`config.mk`:
```
export PLATFORM = sky130hd
export DESIGN_NAME = tmds_encoder
export DESIGN_NICKNAME = d
export VERILOG_FILES = /design/src/rtl/tmds_pkg.sv /design/src/rtl/tm_choice.sv /design/src/rtl/tmds_encoder.sv
export SDC_FILE = /design/constraint.sdc
export NUM_CORES = 1
export LEC_CHECK = 0
export ABC_AREA = 1
export ABC_CLOCK_PERIOD_IN_PS = 3350
export BUFFER_PORTS_ARGS = -buffer_cell sky130_fd_sc_hd__buf_2
export CAP_MARGIN = 10
export CORE_AREA = 3 3 47 49
export DETAILED_ROUTE_END_ITERATION = 16
export DIE_AREA = 0 0 50 52
export PLACE_DENSITY = 0.66
export REMOVE_ABC_BUFFERS = 1
export SKIP_CTS_REPAIR_TIMING = 1
export SLEW_MARGIN = 20
export SYNTH_ARGS = -nofsm -noshare
export SYNTH_HDL_FRONTEND = slang
export SYNTH_SLANG_ARGS = --single-unit
export TNS_END_PERCENT = 30
```
`constraint.sdc`:
```
create_clock -name pixel_clk_in -period 3.35 [get_ports pixel_clk_in]
set_input_delay 0.67 -clock pixel_clk_in [delete_from_list [all_inputs] [get_ports pixel_clk_in]]
set_output_delay 0.67 -clock pixel_clk_in [all_outputs]
set_load 0.01 [all_outputs]
```
`src/rtl/tmds_pkg.sv`:
```
// tmds_pkg: shared TMDS types and control-code constants.
package tmds_pkg;
  typedef logic signed [4:0] tally_t;
  typedef logic [9:0] sym_t;
  localparam sym_t CTL_00 = 10'b1101010100;
  localparam sym_t CTL_01 = 10'b0010101011;
  localparam sym_t CTL_10 = 10'b0101010100;
  localparam sym_t CTL_11 = 10'b1010101011;
  function automatic sym_t ctl_code(input logic [1:0] c);
    return c == 2'b00 ? CTL_00 : c == 2'b01 ? CTL_01 : c == 2'b10 ? CTL_10 : CTL_11;
  endfunction
endpackage

```
`src/rtl/tm_choice.sv`:
```
// tm_choice: transition-minimising stage, data byte -> 9-bit q_m.
module tm_choice (
  input  logic [7:0] data_in,
  output logic [8:0] q_m
);
  function automatic logic [8:0] tm(input logic [7:0] d);
    logic [3:0] n;
    logic xn;
    logic [8:0] q;
    n = 4'($countones(d));
    xn = n > 4'd4 || (n == 4'd4 && !d[0]);
    q[0] = d[0];
    for (int i = 1; i < 8; i++) q[i] = q[i-1] ^ d[i] ^ xn;
    q[8] = ~xn;
    return q;
  endfunction
  assign q_m = tm(data_in);
endmodule

```
`src/rtl/tmds_encoder.sv`:
```
// tmds_encoder: 8b/10b TMDS channel encoder, 1-cycle latency.
// Running-disparity balancing is built only when TMDS_DC_BALANCE_EN is defined.
module tmds_encoder
  import tmds_pkg::*;
(
  input  logic       pixel_clk_in,
  input  logic       rst_in,
  input  logic [7:0] data_in,
  input  logic [1:0] control_in,
  input  logic       ve_in,
  output logic [9:0] tmds_out
);
  logic [8:0] q_m;
  sym_t sym_d, sym_q;
  tm_choice u_tm (.data_in(data_in), .q_m(q_m));
`ifdef TMDS_DC_BALANCE_EN
  tally_t tally_d, tally_q, diff;
  logic [3:0] n1q;
  logic [4:0] twice;
  // n1q - n0q == 2*n1q - 8; fits 5-bit signed
  assign n1q = 4'($countones(q_m[7:0]));
  assign twice = {n1q, 1'b0};
  assign diff = tally_t'(twice - 5'd8);
  always_comb begin
    sym_d = ctl_code(control_in);
    tally_d = '0;
    if (ve_in) begin
      if (tally_q == '0 || diff == '0) begin
        sym_d = {~q_m[8], q_m[8], q_m[8] ? q_m[7:0] : ~q_m[7:0]};
        tally_d = q_m[8] ? tally_q + diff : tally_q - diff;
      end else if ((tally_q > 5'sd0 && diff > 5'sd0) || (tally_q < 5'sd0 && diff < 5'sd0)) begin
        sym_d = {1'b1, q_m[8], ~q_m[7:0]};
        tally_d = tally_q + (q_m[8] ? 5'sd2 : 5'sd0) - diff;
      end else begin
        sym_d = {1'b0, q_m[8], q_m[7:0]};
        tally_d = tally_q - (q_m[8] ? 5'sd0 : 5'sd2) + diff;
      end
    end
  end
  always_ff @(posedge pixel_clk_in) tally_q <= !rst_in ? '0 : tally_d;
`else
  assign sym_d = ve_in ? {~q_m[8], q_m[8], q_m[8] ? q_m[7:0] : ~q_m[7:0]} : ctl_code(control_in);
`endif
  always_ff @(posedge pixel_clk_in) sym_q <= !rst_in ? '0 : sym_d;
  assign tmds_out = sym_q;
endmodule

```
# Yosys cells after proc, flatten, opt, wreduce, memory -nomap -nowiden
# Index checks and enable logic that the tools add are counted.
[totals]
regBits = 10
in_bits = 13
output_inout_bits = 10
word_cells = 37
[classes]
n_addsub = 7
magnitude_cmp = 1
eq_ne = 3
n_mux = 5
n_bitwise = 16
reduce_logical = 4
[ops]
columns = ["operator", "n"]
rows = [
  ["10-bit two-way mux", 4],
  ["1-bit bitwise XOR", 14],
  ["4-bit adder", 3],
  ["1-bit by 1-bit adder with 2-bit output", 4],
  ["8-bit two-way mux", 1],
  ["8-bit NOT", 1],
  ["4-bit by 3-bit equality test with 1-bit output (second input constant)", 1],
  ["4-bit by 3-bit greater-than comparator with 1-bit output (second input constant)", 1],
  ["2-bit by 1-bit equality test with 1-bit output (second input constant)", 1],
  ["2-bit equality test (second input constant)", 1],
  ["2-bit logical NOT", 1],
  ["1-bit logical AND", 1],
  ["1-bit logical NOT", 1],
  ["1-bit logical OR", 1],
  ["1-bit NOT", 1],
]

# Depth between registers and ports, before layout
[depth]
depth_word = 22
ltp_mapped = 17
depth_no_buf = 17

# Cells and area by module
# From an unflattened synthesis, not the netlist that was laid out.
[hier_totals]
cells_unflattened = 143
area_unflattened_um2 = 922.1
[by_module_without_submodules]
columns = ["module", "n_inst", "cells_each", "area_per_inst_um2", "seq_area_each_um2"]
rows = [
  ["tm_choice", 1, 75, 462.9, 0.0],
  ["tmds_encoder", 1, 68, 459.2, 200.2],
]

# Worst setup path before layout
# OpenSTA, ideal clock, no wires.
[synth_path]
path_type = "input to register"
from = "input data_in[6]"
to = "register sym_q[4], in the netlist tmds_out[4]"
setup_ns = 0.134
arrival_time_ns = 3.079
required_ns = 3.216
setup_slack_ns = 0.137
cell_stages = 13
path_buffers = 0
cell_sequence = "ha_1 fa_1 fa_1 ha_1 inv_1 fa_1 inv_1 a21boi_1 nand2_1 nand2_1 nand2_1 nand3_1 a21oi_1"
[synth_via]
elab_chain_len = 16
word_cells_on_any_way = 17
[synth_lines]
columns = ["element", "line_no", "source"]
rows = [
  ["from (decl)", "tmds_encoder.sv:8", "input logic [7:0] data_in,"],
  ["1-bit by 1-bit adder with 2-bit output (implied by the code) *", "tm_choice.sv:10", "n = 4'($countones(d));"],
  ["4-bit adder (implied by the code) * (2 in series)", "tm_choice.sv:10", ""],
  ["branches (longest 2 deep; another with 4-bit by 3-bit greater-than comparator with 1-bit output)", "n/a", ""],
  ["1-bit logical OR *", "tm_choice.sv:11", "xn = n > 4'd4 || (n == 4'd4 && !d[0]);"],
  ["1-bit bitwise XOR (7 in series)", "tm_choice.sv:13", "for (int i = 1; i < 8; i++) q[i] = q[i-1] ^ d[i] ^ xn;"],
  ["8-bit NOT", "tmds_encoder.sv:42", "assign sym_d = ve_in ? {~q_m[8], q_m[8], q_m[8] ? q_m[7:0] : ~q_m[7:0]} : ctl_code(control_in);"],
  ["8-bit two-way mux *", "tmds_encoder.sv:42", ""],
  ["10-bit two-way mux *", "tmds_encoder.sv:42", ""],
  ["to (signal assigned)", "tmds_encoder.sv:44", "always_ff @(posedge pixel_clk_in) sym_q <= !rst_in ? '0 : sym_d;"],
  ["to (decl)", "tmds_encoder.sv:14", "sym_t sym_d, sym_q;"],
]
# Mark *: on every way between the ends.
# A chain may end at the register's enable or synchronous reset.

# Final worst setup path
[layout_path]
from = "input data_in[7]"
to = "register sym_q[6], in the netlist tmds_out[6]"
[layout_via]
elab_chain_len = 20
word_cells_on_any_way = 21
[layout_lines]
columns = ["element", "line_no"]
rows = [
  ["1-bit by 1-bit adder with 2-bit output (implied by the code) *", "tm_choice.sv:10"],
  ["4-bit adder (implied by the code) * (2 in series)", "tm_choice.sv:10"],
  ["branches (longest 2 deep; another with 4-bit by 3-bit greater-than comparator with 1-bit output)", "n/a"],
  ["1-bit logical OR *", "tm_choice.sv:11"],
  ["1-bit bitwise XOR (11 in series)", "tm_choice.sv:13"],
  ["8-bit NOT", "tmds_encoder.sv:42"],
  ["8-bit two-way mux *", "tmds_encoder.sv:42"],
  ["10-bit two-way mux *", "tmds_encoder.sv:42"],
]
# Marked as above.

==> run metrics <==
status finished, final reports clean; Required @ worst endpoint 3540 ps; Startpoint Class primary input; CTS tree done; antenna violations before repair 0; Worst slew margin 64.2%; sequential element share of the synthesized area 25.2%; design area 0.00101 sq mm; post-synth top area cell dfxtp_1; Tot GR Track Use 12.6%; Net Sw Frac 37.9%; I/O pin cnt 23; placed inst area 981 sq um; H-tree depth reported by CTS 1; max cap viols 0; starting density of the core 41.8%; Least-Margin Pin Slew 531 ps; Final Cycle Share 95.6%; P_leak 0.601 nW; CP max stage delay 420 ps; Worst path slowest cell fa_1; WL/cell 9.21 um; initial DRC count 11; Design Power 431 uW; VDD IR-drop max 0.000176 V; crit-path cells buf_2 -> ha_1 -> inv_1 -> fa_1 -> inv_1 -> fa_1 -> ha_1 -> inv_1 -> fa_1 -> inv_1 -> nand2_1 -> nand2_2 -> nand2_1 -> nand2_1 -> inv_1 -> nand2_2 -> nand3_2 -> a21oi_2; Row Count 16; pwr/cell area 427 mW/mm^2; commonest non-fill, non-tap cell in the layout inv_1; top cell type's share of synthesized area 25.2%; Clock Sinks 10; Final #Nets 164; Seq cells post-synth 10; WP data arrival 3390 ps; Synth area leaders dfxtp_1, ha_1, inv_1, fa_1, nand2_1; first-pass GRT wire length 2.59 mm; RSZ-0062 raised after global routing true; Fin. Hold Viols 0; critical path endpoint category register; cell repeated most along the worst path inv_1; Final HPWL DP 1.32 mm; DRT Pass-1 Iters 4; grt ovf 0; Clock Tree Root clkbuf_4; Int Power 268 uW; Reg clk slew, reported paths 60 ps; Max Freq 312 MHz; Mean Syn Cell Area 7.58 sq um; worst hold slack 732 ps; DIE WIDTH 50 um; # port buffers 22; core area 0.00190 sq mm; Combinational Power Share 50.3%; Num CTS Buffers 3; Final setup viols 0; vias in the first global route 676; Synth cell types 20; WP buf/inv 6; Crit Path Max Fanout 4; Longest Clk Path Bufs 2; max FFs per register 10; DIE AREA 0.00260 sq mm; yosys warns 0; via count 715; Crit. path cell count 18; cells after synthesis 105; Period minus WS final 3200 ps; area grow syn2layout 26.9%; mean number of vias per cell 4.39; Routed Antenna Nets 0; CP top delay family adder cells; Clk pwr share 17.8%; DRC Markers 0; Seq pwr share 32.0%; most frequent cells in the layout inv_1, buf_2, nand2_1; RD Place Congestion 0.763; share of layout cells above drive strength 1 34.6%; Setup TNS Final 0 ps; mapped cell area 796 sq um; largest net degree at the start of global routing 10; Worst Setup Path Type primary input to register; antenna fix cells 0; Final Util 53.1%; Hold Crit Depth 5; Die Y 52 um; max-slew violations 0; Hold WC Path Type primary input to register; final WL 1.50 mm; Psw 163 uW
[metrics by stage]
step	instances	worst slack [ps]
final	163	149
after global routing	163	-47.7
after CTS	163	110
after detailed placement	160	-146
after global placement	160	-109
after floorplan	104	137
[cell families after synthesis]
group	Yosys count	synth area share [%]
buffers and inverters	28	14.1
xor gates and xnor gates	3	3.30
AOI/OAI and AO/OA	12	8.81
and+or+nand+nor	39	24.4
adders and majority gates	13	24.2
DFF	10	25.2
[worst paths after layout]
path | from | endpoint | slack [ps]
max | data_in[7] | tmds_out[6] | 150
min | rst_in | tmds_out[7] | 730
[cells in the mapped netlist]
cell / number
nand3_2: 2
inv_2: 3
a21oi_2: 1
nand2_2: 4
nor2_1: 2
o21ai_2: 1
clkinv_1: 1
nand2_4: 1
buf_6: 1
nand2_1: 21
dfxtp_1: 10
fa_1: 4
ha_1: 9
a21oi_1: 7
nand3b_2: 1
a21boi_1: 1
o21ai_0: 2
nand3_1: 8
inv_1: 23
xor2_1: 3
[power by group through the flow]
stage / clock (mW) / combinational (mW) / sequential, mW
after CTS: 0.0797 / 0.214 / 0.138
after floorplan: 0 / 0.137 / 0.150
after global placement: 0 / 0.206 / 0.140
after global routing: 0.0833 / 0.251 / 0.140
after detailed placement: 0 / 0.213 / 0.141
final: 0.0765 / 0.217 / 0.138
[cell type report]
class | instances | area (sq um)
clock buffer | 3 | 22.5
fill | 195 | 892
inverter | 27 | 101
multi-input combinational | 67 | 489
sequential | 10 | 200
tap | 27 | 33.8
timing repair buffer | 29 | 163
[per-layer routing]
metal | GRT usage (%) | up-vias | routed length [um]
met2 | 23.3 | 14 | 772
li1 | - | 385 | -
met1 | 14.5 | 314 | 660
met3 | 3.15 | 2 | 59
met5 | 0 | - | 0
met4 | 2.76 | 0 | 8
Note: power is estimated with default switching activity, not from simulation.
